[src/rtl/oc_gpio_sequencer.sv]
// Table-driven GPIO step sequencer: plays timed pin patterns from a small step table,
// optionally stalling a step until a synchronized GPIO input reaches a level.
module oc_gpio_sequencer #(
  parameter int unsigned GpioCount  = 8,
  parameter int unsigned Steps      = 16,
  parameter int unsigned HoldWidth  = 16,
  parameter int unsigned SyncCycles = 2,
  localparam int unsigned StepW     = $clog2(Steps),
  localparam int unsigned PinW      = (GpioCount > 1) ? $clog2(GpioCount) : 1,
  localparam int unsigned EntryW    = 2 * GpioCount + HoldWidth + 2 + PinW
) (
  input  logic                 clk_i,
  input  logic                 rst_ni,
  input  logic                 step_write_i,
  input  logic [StepW-1:0]     step_addr_i,
  input  logic [EntryW-1:0]    step_data_i,
  input  logic [StepW-1:0]     last_step_i,
  input  logic [7:0]           loop_count_i,
  input  logic                 start_i,
  input  logic                 abort_i,
  output logic                 busy_o,
  output logic                 done_o,
  output logic                 error_o,
  output logic [StepW-1:0]     step_index_o,
  output logic [GpioCount-1:0] gpio_out_o,
  output logic [GpioCount-1:0] gpio_tristate_o,
  input  logic [GpioCount-1:0] gpio_in_i
);

  localparam int unsigned OffDrv  = GpioCount;
  localparam int unsigned OffHold = 2 * GpioCount;
  localparam int unsigned OffWait = OffHold + HoldWidth;
  localparam int unsigned OffLvl  = OffWait + 1;
  localparam int unsigned OffPin  = OffWait + 2;

  typedef enum logic [1:0] {StIdle, StRun, StWait} state_e;

  state_e                 state_q, state_d;
  logic [HoldWidth-1:0]   counter_q, counter_d;
  logic [StepW-1:0]       idx_q, idx_d;
  logic [StepW-1:0]       last_q, last_d;
  logic [7:0]             loops_q, loops_d;
  logic [GpioCount-1:0]   out_q, out_d;
  logic [GpioCount-1:0]   tri_q, tri_d;
  logic                   done_q, done_d;
  logic                   error_q, error_d;

  logic [EntryW-1:0]      table_q [Steps];
  logic [GpioCount-1:0]   sync_q  [SyncCycles];
  logic [GpioCount-1:0]   sync_in;

  logic                   cur_lvl;
  logic [PinW-1:0]        cur_pin;
  logic                   match;
  logic                   load, step_end, go_idle;
  logic [StepW-1:0]       load_idx;
  logic [EntryW-1:0]      load_entry;

  // Table has no reset; writes are locked out while a sequence is running.
  always_ff @(posedge clk_i) begin
    if (step_write_i && (state_q == StIdle)) begin
      table_q[step_addr_i] <= step_data_i;
    end
  end

  always_ff @(posedge clk_i or negedge rst_ni) begin
    if (!rst_ni) begin
      for (int i = 0; i < int'(SyncCycles); i++) sync_q[i] <= '0;
    end else begin
      sync_q[0] <= gpio_in_i;
      for (int i = 1; i < int'(SyncCycles); i++) sync_q[i] <= sync_q[i-1];
    end
  end

  assign sync_in = sync_q[SyncCycles-1];
  assign cur_lvl = table_q[idx_q][OffLvl];
  assign cur_pin = table_q[idx_q][OffPin +: PinW];

  // Pins beyond GpioCount never match, so such a wait always times out.
  always_comb begin
    match = 1'b0;
    if (int'(cur_pin) < int'(GpioCount)) match = (sync_in[cur_pin] == cur_lvl);
  end

  always_comb begin
    state_d    = state_q;
    counter_d  = counter_q;
    idx_d      = idx_q;
    last_d     = last_q;
    loops_d    = loops_q;
    out_d      = out_q;
    tri_d      = tri_q;
    done_d     = 1'b0;
    error_d    = error_q;
    load       = 1'b0;
    load_idx   = '0;
    step_end   = 1'b0;
    go_idle    = 1'b0;
    load_entry = '0;

    unique case (state_q)
      StIdle: begin
        if (start_i) begin
          loops_d = loop_count_i;
          last_d  = last_step_i;
          error_d = 1'b0;
          load    = 1'b1;
        end
      end
      StRun: begin
        if (counter_q == '0) step_end = 1'b1;
        else                 counter_d = counter_q - 1'b1;
      end
      StWait: begin
        if (match) begin
          step_end = 1'b1;
        end else if (counter_q == '0) begin
          error_d = 1'b1;
          done_d  = 1'b1;
          go_idle = 1'b1;
        end else begin
          counter_d = counter_q - 1'b1;
        end
      end
      default: go_idle = 1'b1;
    endcase

    if (step_end) begin
      if (idx_q != last_q) begin
        load     = 1'b1;
        load_idx = idx_q + 1'b1;
      end else if (loops_q == '0) begin
        done_d  = 1'b1;
        go_idle = 1'b1;
      end else begin
        loops_d = loops_q - 1'b1;
        load    = 1'b1;
      end
    end

    if (load) begin
      load_entry = table_q[load_idx];
      out_d      = load_entry[GpioCount-1:0];
      tri_d      = ~load_entry[OffDrv +: GpioCount];
      counter_d  = load_entry[OffHold +: HoldWidth];
      idx_d      = load_idx;
      state_d    = load_entry[OffWait] ? StWait : StRun;
    end

    if (go_idle) begin
      state_d = StIdle;
      out_d   = '0;
      tri_d   = '1;
      idx_d   = '0;
    end

    // Abort beats start and sequencing; it never signals done or touches error.
    if (abort_i) begin
      state_d = StIdle;
      out_d   = '0;
      tri_d   = '1;
      idx_d   = '0;
      done_d  = 1'b0;
      error_d = error_q;
    end
  end

  always_ff @(posedge clk_i or negedge rst_ni) begin
    if (!rst_ni) begin
      state_q   <= StIdle;
      counter_q <= '0;
      idx_q     <= '0;
      last_q    <= '0;
      loops_q   <= '0;
      out_q     <= '0;
      tri_q     <= '1;
      done_q    <= 1'b0;
      error_q   <= 1'b0;
    end else begin
      state_q   <= state_d;
      counter_q <= counter_d;
      idx_q     <= idx_d;
      last_q    <= last_d;
      loops_q   <= loops_d;
      out_q     <= out_d;
      tri_q     <= tri_d;
      done_q    <= done_d;
      error_q   <= error_d;
    end
  end

  assign busy_o          = (state_q != StIdle);
  assign done_o          = done_q;
  assign error_o         = error_q;
  assign step_index_o    = idx_q;
  assign gpio_out_o      = out_q;
  assign gpio_tristate_o = tri_q;

endmodule

[config.mk]
export PLATFORM = sky130hd
export DESIGN_NAME = oc_gpio_sequencer
export DESIGN_NICKNAME = d
export VERILOG_FILES = /design/src/rtl/oc_gpio_sequencer.sv
export SDC_FILE = /design/constraint.sdc
export NUM_CORES = 1
export LEC_CHECK = 0
export ABC_AREA = 1
export CAP_MARGIN = 10
export CORE_MARGIN = 2
export CORE_UTILIZATION = 30
export CTS_CLUSTER_DIAMETER = 120
export DETAILED_ROUTE_END_ITERATION = 10
export HOLD_SLACK_MARGIN = 0.08
export PLACE_DENSITY = 0.53
export SLEW_MARGIN = 0
export SYNTH_ARGS = -nofsm -noshare
export SYNTH_HDL_FRONTEND = slang
export SYNTH_SLANG_ARGS = --single-unit
[constraint.sdc]
create_clock -name clk_i -period 3.2 [get_ports clk_i]
set_input_delay 0.64 -clock clk_i [delete_from_list [all_inputs] [get_ports clk_i]]
set_output_delay 0.64 -clock clk_i [all_outputs]
set_load 0.1 [all_outputs]
==> results.ini, run 1 <==
[setup_path]
arrival_ns = 3.66
slowest_delay_ns = 0.44
crit_type = reg -> reg
path_cells = inv_4 -> buf_6 -> clkbuf_16 -> nand2_1 -> a21oi_1 -> or2_1 -> o21ai_2 -> inv_1 -> nand3_2 -> nand2_2 -> nand2_2 -> nand3_4 -> nand2_4 -> buf_6 -> nand3b_4 -> clkinv_8 -> buf_12 -> buf_6 -> buf_6 -> nand3_1 -> nand3_1 -> nand3_1 -> nand3_1 -> nand2_1
critPathRequiredTime_ns = 3.72
cpMaxStageDelayCell = dfrtp_2
regToRegSetupSlack_ns = 0.06
end_kind = flip-flop
start_kind = flip-flop
worst-path-max-fanout = 8

[synth]
synthXorXnorAreaFrac_pct = 0.465
synth_nets = 2658
synth_ff_type = edfxtp_1
synth_compound_area_share_pct = 1.12
ys_seq_area_share_pct = 69.0
synth_top_area_cell = edfxtp_1
netlist.area_leader.share_pct = 63.0
synth-edff-count = 592
netlist_area_mm2 = 0.0282
ys_types = 41
synth_top_family_by_area = simple AND/OR/NAND/NOR gates
synth_simple_gate_area_share_pct = 22.1
yosysWarnings = 0
synth_mux_area_share_pct = 0.284
ys_ff_latch = 660
synth.avg_cell_area_um2 = 10.9
ys_top_cells_by_count = nand2_1, edfxtp_1, nand3_1
netlist_top_cells_area = edfxtp_1, nand3_1, nand2_1
synth_fa_ha_area_share_pct = 0.399
synth_cells = 2583
ys_async_sr_fraction_pct = 10.3
yosysMostFrequentCell = nand2_1

[routing]
drc = 0
drtIter0Drc = 1984
drt-total-wl_um = 84100
post_drt_wl_per_cell_um = 20.6
wl_met2_um = 38300
highest_layer = met5
wl_met3_um = 5170
routed-via-count = 19800
antenna_left = 0
drt-met1-wl_um = 38600
vias_per_cell = 4.86
drt_pass1_iterations = 6

[die]
dieHeight_um = 311
die_width_um = 311
start_util_pct = 30.3
num_rows = 112
io_pins = 89
dieArea_mm2 = 0.0966
fp.coreArea_mm2 = 0.0933

[worst_hold_path]
hold_path_class = reg -> reg

[cells_and_area]
stdcell_area_mm2 = 0.0353
syn2layout_area_growth_pct = 25.0
nFillCells = 9086
drive_gt1_share_pct = 15.9
layout.nets = 2836
fin_util_pct = 37.8

[clock_tree]
cts_sinks = 660
clk_path_buf_depth = 3
cts-root-buf = clkbuf_16
cts_tree = built
cts_made_buffers = 71
clk_latency_ns = 0.64
clk_pin_slew_ns = 0.06
cts_max_level = 3

[placement]
portBuffers = 88
place.gp.congestion = 0.815
hpwl_um = 46200
placed_area_mm2 = 0.0317

[sta]
tightest_slew_ns = 0.667
skew_ns = 0.0335
fin_crit_sh_pct = 98.2
rsz0062_at_grt = true
final-max-slew-violation-count = 0
max_slew_margin_pct = 55.6
setup_viol = 0
fin_setup_tns_ns = 0
hold_viol_final = 0
worst_hold_slack_ns = 0.350
fmax_mhz = 318
min_period_ns = 3.14

[power]
pwr-share-clk_pct = 43.1
intPower_mw = 14.9
vdd_drop_max_uv = 311
power_frac_seq_pct = 49.8
p_switching_mw = 4.61
switching_share_pct = 23.6
combPwrFrac_pct = 7.0
p_per_area_mw_per_mm2 = 553
leakagePower_nw = 13.8
power_mw = 19.5

[global_routing]
antenna_found_initial = 3
grt_max_degree = 53
grt_pass1_vias = 18900
grt_usage_pct = 16.4
grt_pass1_wl_um = 121000
grt-ovfl-total = 0

[run]
maxCapViolCount = 0

[run_status]
outcome = complete, no violations

==> critical path, delay by kind of cell, from the launching register on <==
family | cells | cell delay [ns]
buffers and inverters | 9 | 1.09
AO/OA/AOI/OAI | 2 | 0.15
AND/OR/NAND/NOR | 13 | 1.33
flip-flops | 1 | 0.44
==> registers in the layout, summed over array words and instances, names as in the netlist <==
signal,count
table_q,592
counter_q,16
gpio_out_o,8
gpio_tristate_o,8
loops_q,8
sync_in,8
sync_q,8
last_q,4
step_index_o,4
state_q,2
done_o,1
error_o,1
==> cells by family after synthesis <==
kind of cell / after synthesis
and+or+nand+nor: 1382
DFF: 660
buffers and inverters: 455
AOI/OAI and AO/OA: 54
xor gates and xnor gates: 15
adders and majority gates: 9
muxes: 8
==> worst paths after layout <==
| path | cells after the start | startpoint | to |
|---|---|---|---|
| setup / recovery | 24 | step_index_o[0]$_DFFE_PN0P_ | gpio_out_o[3]$_DFFE_PN0P_ |
| hold / removal | 0 | sync_q[14]$_DFF_PN0_ | sync_in[6]$_DFF_PN0_ |
| setup reg to reg | 24 | step_index_o[0]$_DFFE_PN0P_ | gpio_out_o[3]$_DFFE_PN0P_ |
| hold reg to reg | 0 | sync_q[14]$_DFF_PN0_ | sync_in[6]$_DFF_PN0_ |
| max in group asynchronous | 3 | rst_ni | gpio_out_o[7]$_DFFE_PN0P_ |
| min in group asynchronous | 2 | rst_ni | last_q[0]$_DFFE_PN0P_ |
==> stage by stage <==
| step | cells | setup slack [ns] |
|---|---|---|
| global route | 4073 | -0.107 |
| finish | 4074 | 0.0581 |
| floorplan | 2583 | 0.167 |
| CTS | 4030 | 0.0128 |
| detailed placement | 3897 | -0.0358 |
| global placement | 3897 | -0.00184 |
==> routing by layer <==
metal  vias to the layer above  GRT usage [%]
li1                       9216              -
met1                      9801           23.4
met2                       657           25.9
met3                       135           2.55
met4                         2           4.48
met5                         -              0
==> timing repair <==
action / in CTS / in global routing
resized for setup: 0 / 135
hold buffers: 1 / 0
endpoints found under the hold margin: 29 / 0
gates cloned: 0 / 21
pin swaps: 0 / 37
setup buffers: 1 / 23
setup endpoints to repair: 1 / 37
==> power groups by stage <==
stage | combinational, mW | sequential (mW) | clock (mW)
2_1_floorplan | 0.594 | 9.99 | 0
3_3_place_gp | 1.30 | 9.91 | 0
3_5_place_dp | 1.31 | 9.91 | 0
4_1_cts | 1.32 | 9.73 | 8.60
5_1_grt | 1.49 | 9.75 | 8.92
6_report | 1.37 | 9.73 | 8.43
==> layout make-up <==
class / instances / area [um^2] / share of cell area (%)
sequential: 660 / 19500 / 55.2
multi-input combinational: 1468 / 7490 / 21.2
timing repair buffer: 255 / 3190 / 9.04
clock buffer: 85 / 1850 / 5.24
tap: 1254 / 1570 / 4.44
inverter: 305 / 1170 / 3.32
clock inverter: 46 / 532 / 1.51
antenna: 1 / 2.50 / 0.00709
==> placed cells by master, fill, tap and decap left out, types with 50 or more instances in the layout <==
| cell type | n |
|---|---|
| nor2_1 | 50 |
| nand2_1 | 626 |
| nand4_1 | 104 |
| buf_4 | 96 |
| edfxtp_1 | 592 |
| clkbuf_16 | 86 |
| nand3_1 | 456 |
| inv_1 | 294 |
| buf_12 | 53 |
| nand3_2 | 62 |
| dfrtp_1 | 56 |
| clkdlybuf4s50_1 | 64 |
(Power assumes the default switching activity.)
==> inputs of run 2 (changes only) <==
--- a/config.mk
+++ b/config.mk
@@ -11,8 +11,9 @@
 export CORE_UTILIZATION = 30
 export CTS_CLUSTER_DIAMETER = 120
 export DETAILED_ROUTE_END_ITERATION = 10
+export DONT_BUFFER_PORTS = 1
 export HOLD_SLACK_MARGIN = 0.08
-export PLACE_DENSITY = 0.53
+export PLACE_DENSITY = 0.52
 export SLEW_MARGIN = 0
 export SYNTH_ARGS = -nofsm -noshare
 export SYNTH_HDL_FRONTEND = slang
==> run 2 against run 1 <==
Effect of this change: clock power grew 1%; sequential cell count is the same; sequential power grew 1%; critical path depth shrank 1; largest cell class unchanged.
==> results.ini, run 2 (synthesis results as in run 1) <==
[setup_path]
worst-path-max-fanout = 13
critical_path_buf_inv_count = 7
cp.depth = 23
reg2reg_to = gpio_tristate_o[4]$_DFFE_PN1P_
cpMaxStageDelayCell = dfrtp_2
crit_type = reg -> reg
rr_startpoint = step_index_o[0]$_DFFE_PN0P_
regToRegSetupSlack_ns = 0.06
arrival_ns = 3.68
start_kind = flip-flop
slowest_delay_ns = 0.50
end_kind = flip-flop
cp_top_family = simple AND/OR/NAND/NOR gates
path_cells = buf_4 -> buf_16 -> nand2_1 -> nand3b_1 -> nand3_1 -> or2_1 -> o21ai_2 -> inv_1 -> nand3_2 -> nand2_2 -> nand2_2 -> nand3_4 -> nand2_8 -> nand3_4 -> buf_12 -> inv_16 -> buf_12 -> buf_6 -> nand2_1 -> nand3_1 -> nand3_1 -> nand3_1 -> a21oi_2
critPathRequiredTime_ns = 3.74
rr_worst_depth = 23
crit_top_cell = nand3_1

[die]
fp.coreArea_mm2 = 0.0933
start_util_pct = 30.3
io_pins = 89
dieArea_mm2 = 0.0966
die_width_um = 311
num_rows = 112
dieHeight_um = 311

[placement]
hpwl_um = 47400
post-place-ws_ns = -0.122
place.gp.congestion = 0.808
portBuffers = 0

[cells_and_area]
diodes = 0
layout.nets = 2789
layout_commonest_cell = nand2_1
regMostFlops = table_q
largest_reg_flops = 592
syn2layout_area_growth_pct = 23.1
final_cell_mix = nand2_1, edfxtp_1, nand3_1
fin_util_pct = 37.2
drive_gt1_share_pct = 15.5
nFillCells = 9138
reg_top3 = table_q: 592 flops, counter_q: 16 flops

[routing]
drt_pass1_iterations = 6
drc = 0
vias_per_cell = 4.84
drt-total-wl_um = 84700
routed-via-count = 19500
antenna_left = 0
post_drt_wl_per_cell_um = 21.0
drtIter0Drc = 2016

[sta]
skew_ns = 0.0177
hold_viol_final = 0
fin_setup_tns_ns = 0
max_slew_margin_pct = 26.4
min_period_ns = 3.14
worst_slack_ns = 0.0578
fin_crit_sh_pct = 98.2
fmax_mhz = 318
worst_hold_slack_ns = 0.108
setup_viol = 0
rsz0062_at_grt = true
final-max-slew-violation-count = 0
tightest_slew_ns = 1.10

[power]
p_per_area_mw_per_mm2 = 560
vdd_drop_max_uv = 357
power_mw = 19.5
leakagePower_nw = 13.7

[clock_tree]
cts_tree = built
cts_max_level = 3
clk_path_buf_depth = 3
cts-root-buf = clkbuf_16
cts_sinks = 660
clk_latency_ns = 0.62
cts_made_buffers = 74
clk_pin_slew_ns = 0.06

[run]
maxCapViolCount = 0

[global_routing]
grt_max_degree = 102
grt_util_met1_pct = 23.4
grt_usage_pct = 16.6
use_met3_pct = 3.28
grt_pass1_vias = 18600
antenna_found_initial = 0
grt-ovfl-total = 0
use_met2_pct = 26.2
grt_pass1_wl_um = 122000
grt-busiest-layer = met2

[worst_hold_path]
hold_path_class = in -> reg
min_path_cells = 0
hold_end = table_q[8][16]$_DFFE_PP_
hp-start = step_data_i[16]

[run_status]
outcome = complete, no violations

[run 2: cell types whose count changed in the layout (fill, tap and decap cells not counted), sizes merged, moves of 3 or more]
| cell | previous run | this run |
|---|---|---|
| clkbuf | 100 | 123 |
| clkinv | 32 | 24 |
| clkdlybuf4s50 | 64 | 0 |
| clkinvlp | 5 | 1 |
| bufinv | 9 | 6 |
| dlygate4sd3 | 1 | 10 |
[run 2: power breakdown]
part	total, mW	switching [mW]	internal, mW
combinational	1.07	0.721	0.352
clock	8.52	3.50	5.02
sequential	9.86	0.255	9.60
[run 2: layout make-up]
cell class / count / area (um^2) / share of cell area, %
well taps: 1254 / 1570 / 4.52
multi-input cells: 1468 / 7380 / 21.2
repair buffers: 205 / 2700 / 7.77
inverters: 305 / 1180 / 3.40
flip-flops and latches: 660 / 19500 / 56.1
clock inverters: 32 / 357 / 1.03
clock buffers: 104 / 2070 / 5.95
[run 2: worst max-delay path by stage]
stage | from | slack [ns] | to
3_3_place_gp | step_index_o[0]$_DFFE_PN0P_ | -0.06 | state_q[1]$_DFFE_PN0P_
5_1_grt | step_index_o[0]$_DFFE_PN0P_ | -0.16 | gpio_tristate_o[6]$_DFFE_PN1P_
3_5_place_dp | step_index_o[0]$_DFFE_PN0P_ | -0.12 | state_q[1]$_DFFE_PN0P_
6_report | step_index_o[0]$_DFFE_PN0P_ | 0.06 | gpio_tristate_o[4]$_DFFE_PN1P_
2_1_floorplan | step_index_o[2]$_DFFE_PN0P_ | 0.17 | counter_q[0]$_DFFE_PN0P_
4_1_cts | step_index_o[0]$_DFFE_PN0P_ | 0.003 | state_q[1]$_DFFE_PN0P_
[run 2: per-layer routing]
| metal | vias to the layer above | part of all wire [%] |
|---|---|---|
| met4 | 0 | 2.2 |
| met2 | 578 | 46 |
| met1 | 9670 | 46 |
| li1 | 9115 | - |
| met5 | - | 0 |
| met3 | 115 | 6.2 |
[run 2: repair_timing]
item / in CTS / in global routing
cloned: 4 / 20
hold endpoints to repair: 78 / 0
pin swaps: 1 / 34
endpoints found under the setup margin: 32 / 38
hold buffers: 11 / 0
resized for setup: 17 / 103
setup buffers: 6 / 17
[run 2: per-stage QoR]
| stage | cells | instance area [um^2] |
|---|---|---|
| after floorplan | 2583 | 28200 |
| after global placement | 3837 | 30900 |
| after detailed placement | 3837 | 30900 |
| after CTS | 3994 | 33700 |
| after global routing | 4028 | 34700 |
| final | 4028 | 34700 |
==> inputs of run 3 (changes only) <==
==> constraint.sdc (replaced) <==
create_clock -name clk_i -period 3.2 [get_ports clk_i]
set_input_delay 0.64 -clock clk_i [delete_from_list [all_inputs] [get_ports clk_i]]
set_output_delay 0.64 -clock clk_i [all_outputs]
set_load 0.005 [all_outputs]
==> run 3 against run 2 <==
Effect of this change: maximum frequency is 1.9% lower; core utilization is 0.87 points higher; sequential cell count stayed put; register-to-register slack worse by 0.06 ns; largest power group unchanged; highest routed layer is now met5; critical endpoint is now gpio_out_o[2]$_DFFE_PN0P_; sequential power is 1% lower; clock-buffer cell count is 4 lower; the flow now finishes with violations (setup timing).
==> results.ini, run 3 (synthesis results as in run 1) <==
[cells_and_area]
layout.nets = 2826
layout_commonest_cell = nand2_1
regMostFlops = table_q
largest_reg_flops = 592
reg_top3 = table_q: 592 flops, counter_q: 16 flops
stdcell_count = 4063
syn2layout_area_growth_pct = 25.9
fin_util_pct = 38.1
drive_gt1_share_pct = 17.8
final_cell_mix = nand2_1, edfxtp_1, nand3_1

[routing]
post_drt_wl_per_cell_um = 20.9
routed-via-count = 19600
antenna_left = 0
drc = 0
drt-total-wl_um = 85100
drtIter0Drc = 1821
drt_pass1_iterations = 5
vias_per_cell = 4.82

[clock_tree]
clk_latency_ns = 0.64
cts_tree = built
cts_max_level = 3
clk_pin_slew_ns = 0.06
cts-root-buf = clkbuf_16
cts_sinks = 660
clk_path_buf_depth = 3
cts_made_buffers = 72

[run]
maxCapViolCount = 0

[placement]
portBuffers = 0
dpl.cell_count = 3850
hpwl_um = 46600
place.gp.congestion = 0.801

[sta]
fmax_mhz = 312
skew_ns = 0.0395
final-max-slew-violation-count = 0
fin_setup_tns_ns = -0.00373
tightest_slew_ns = 0.690
max_slew_margin_pct = 53.9
worst_slack_ns = -0.00373
setup_viol = 1
rsz0062_at_grt = true
min_period_ns = 3.20
hold_viol_final = 0
fin_crit_sh_pct = 100

[setup_path]
worst-path-max-fanout = 8
arrival_ns = 3.73
crit_type = reg -> reg
end_kind = flip-flop
critPathRequiredTime_ns = 3.73
start_kind = flip-flop

[die]
dieHeight_um = 311
fp.coreArea_mm2 = 0.0933
die_width_um = 311
start_util_pct = 30.3
dieArea_mm2 = 0.0966
num_rows = 112
io_pins = 89

[global_routing]
grt_pass1_vias = 18900
grt_usage_pct = 16.7
grt-ovfl-total = 0
antenna_found_initial = 6
grt_pass1_wl_um = 122000
grt_max_degree = 102

[power]
combPwrFrac_pct = 6.1
p_switching_mw = 4.41
intPower_mw = 15.0
switching_share_pct = 22.8
pwr-share-clk_pct = 43.6
p_per_area_mw_per_mm2 = 544
vdd_drop_max_uv = 300
power_frac_seq_pct = 50.3
leakagePower_nw = 14.0

[run_status]
outcome = finished, violations left
violations = setup timing

[worst_hold_path]
hold_path_class = in -> reg

run 3: cell types whose count changed in the layout (fill, tap and decap cells not counted), sizes merged:
cell and change:
buf +3, bufinv -1, clkbuf -5, clkinv +1, clkinvlp +2, diode +1, dlygate4sd3 +36, inv -2
run 3: worst paths after layout:
path                                             startpoint                        endpoint  slack (ns)  cells past startpoint
min in group asynchronous                            rst_ni        counter_q[5]$_DFFE_PN0P_        0.62                      2
worst max-delay path            step_index_o[0]$_DFFE_PN0P_       gpio_out_o[2]$_DFFE_PN0P_      -0.004                     26
max in group asynchronous                            rst_ni  gpio_tristate_o[0]$_DFFE_PN1P_        2.20                      2
worst min register to register         sync_q[15]$_DFF_PN0_            sync_in[7]$_DFF_PN0_        0.35                      0
worst max register to register  step_index_o[0]$_DFFE_PN0P_       gpio_out_o[2]$_DFFE_PN0P_      -0.004                     26
worst min-delay path                        step_data_i[34]        table_q[5][34]$_DFFE_PP_        0.11                      0
run 3: critical path: stages (launching register included):
cell	delay, ns
dfrtp_1	0.42
inv_2	0.13
buf_12	0.12
buf_4	0.14
nand2_1	0.05
nand3_1	0.06
nand2_1	0.05
inv_1	0.08
a21oi_2	0.06
nor2_2	0.15
nand3_1	0.15
nand3_4	0.11
nand2_2	0.07
nand2_4	0.07
nand3_4	0.11
nand2_8	0.11
nand3_4	0.08
buf_12	0.18
buf_12	0.17
buf_12	0.15
buf_12	0.15
nand2_4	0.05
nand3_2	0.08
nand3_2	0.08
nand3_2	0.08
nand3_2	0.10
nand2_1	0.06
run 3: layout make-up:
cell class,count,area [um^2]
fillers,9031,57800
flip-flops and latches,660,19500
multi-input cells,1468,7710
repair buffers,243,3190
clock buffers,100,2080
well taps,1254,1570
inverters,305,1180
clock inverters,31,327
repair inverters,1,7.51
diodes,1,2.50
run 3: timing repair:
item | 4_1_cts | 5_1_grt
gates resized for setup | 27 | 181
pin swaps | 6 | 73
cloned | 2 | 19
endpoints found under the hold margin | 556 | 10
setup endpoints to repair | 38 | 38
buffers inserted | 7 | 9
hold buffers | 46 | 1
run 3: per-stage QoR:
step	hold slack (ns)	instance area, um^2	worst slack, ns	power [mW]
floorplan	0.331	28200	0.261	10.5
global placement	0.335	31100	-0.186	10.8
detailed placement	0.338	31100	-0.192	10.8
CTS	0.0800	34300	0.000534	19.5
global route	0.0797	35600	-0.168	20.0
finish	0.111	35600	-0.00373	19.4
run 3: power by group through the flow:
stage / sequential, mW / clock [mW] / combinational [mW]
2_1_floorplan: 9.87 / 0 / 0.582
3_3_place_gp: 9.91 / 0 / 0.925
3_5_place_dp: 9.91 / 0 / 0.936
4_1_cts: 9.73 / 8.61 / 1.11
5_1_grt: 9.75 / 8.93 / 1.29
6_report: 9.73 / 8.45 / 1.18
run 3: layer usage:
layer | vias to the layer above | part of all wire, % | track usage (%)
li1 | 9188 | - | -
met1 | 9645 | 44 | 22.8
met2 | 622 | 47 | 27.0
met3 | 136 | 6.0 | 3.32
met4 | 8 | 2.3 | 4.71
met5 | - | 0.060 | 0
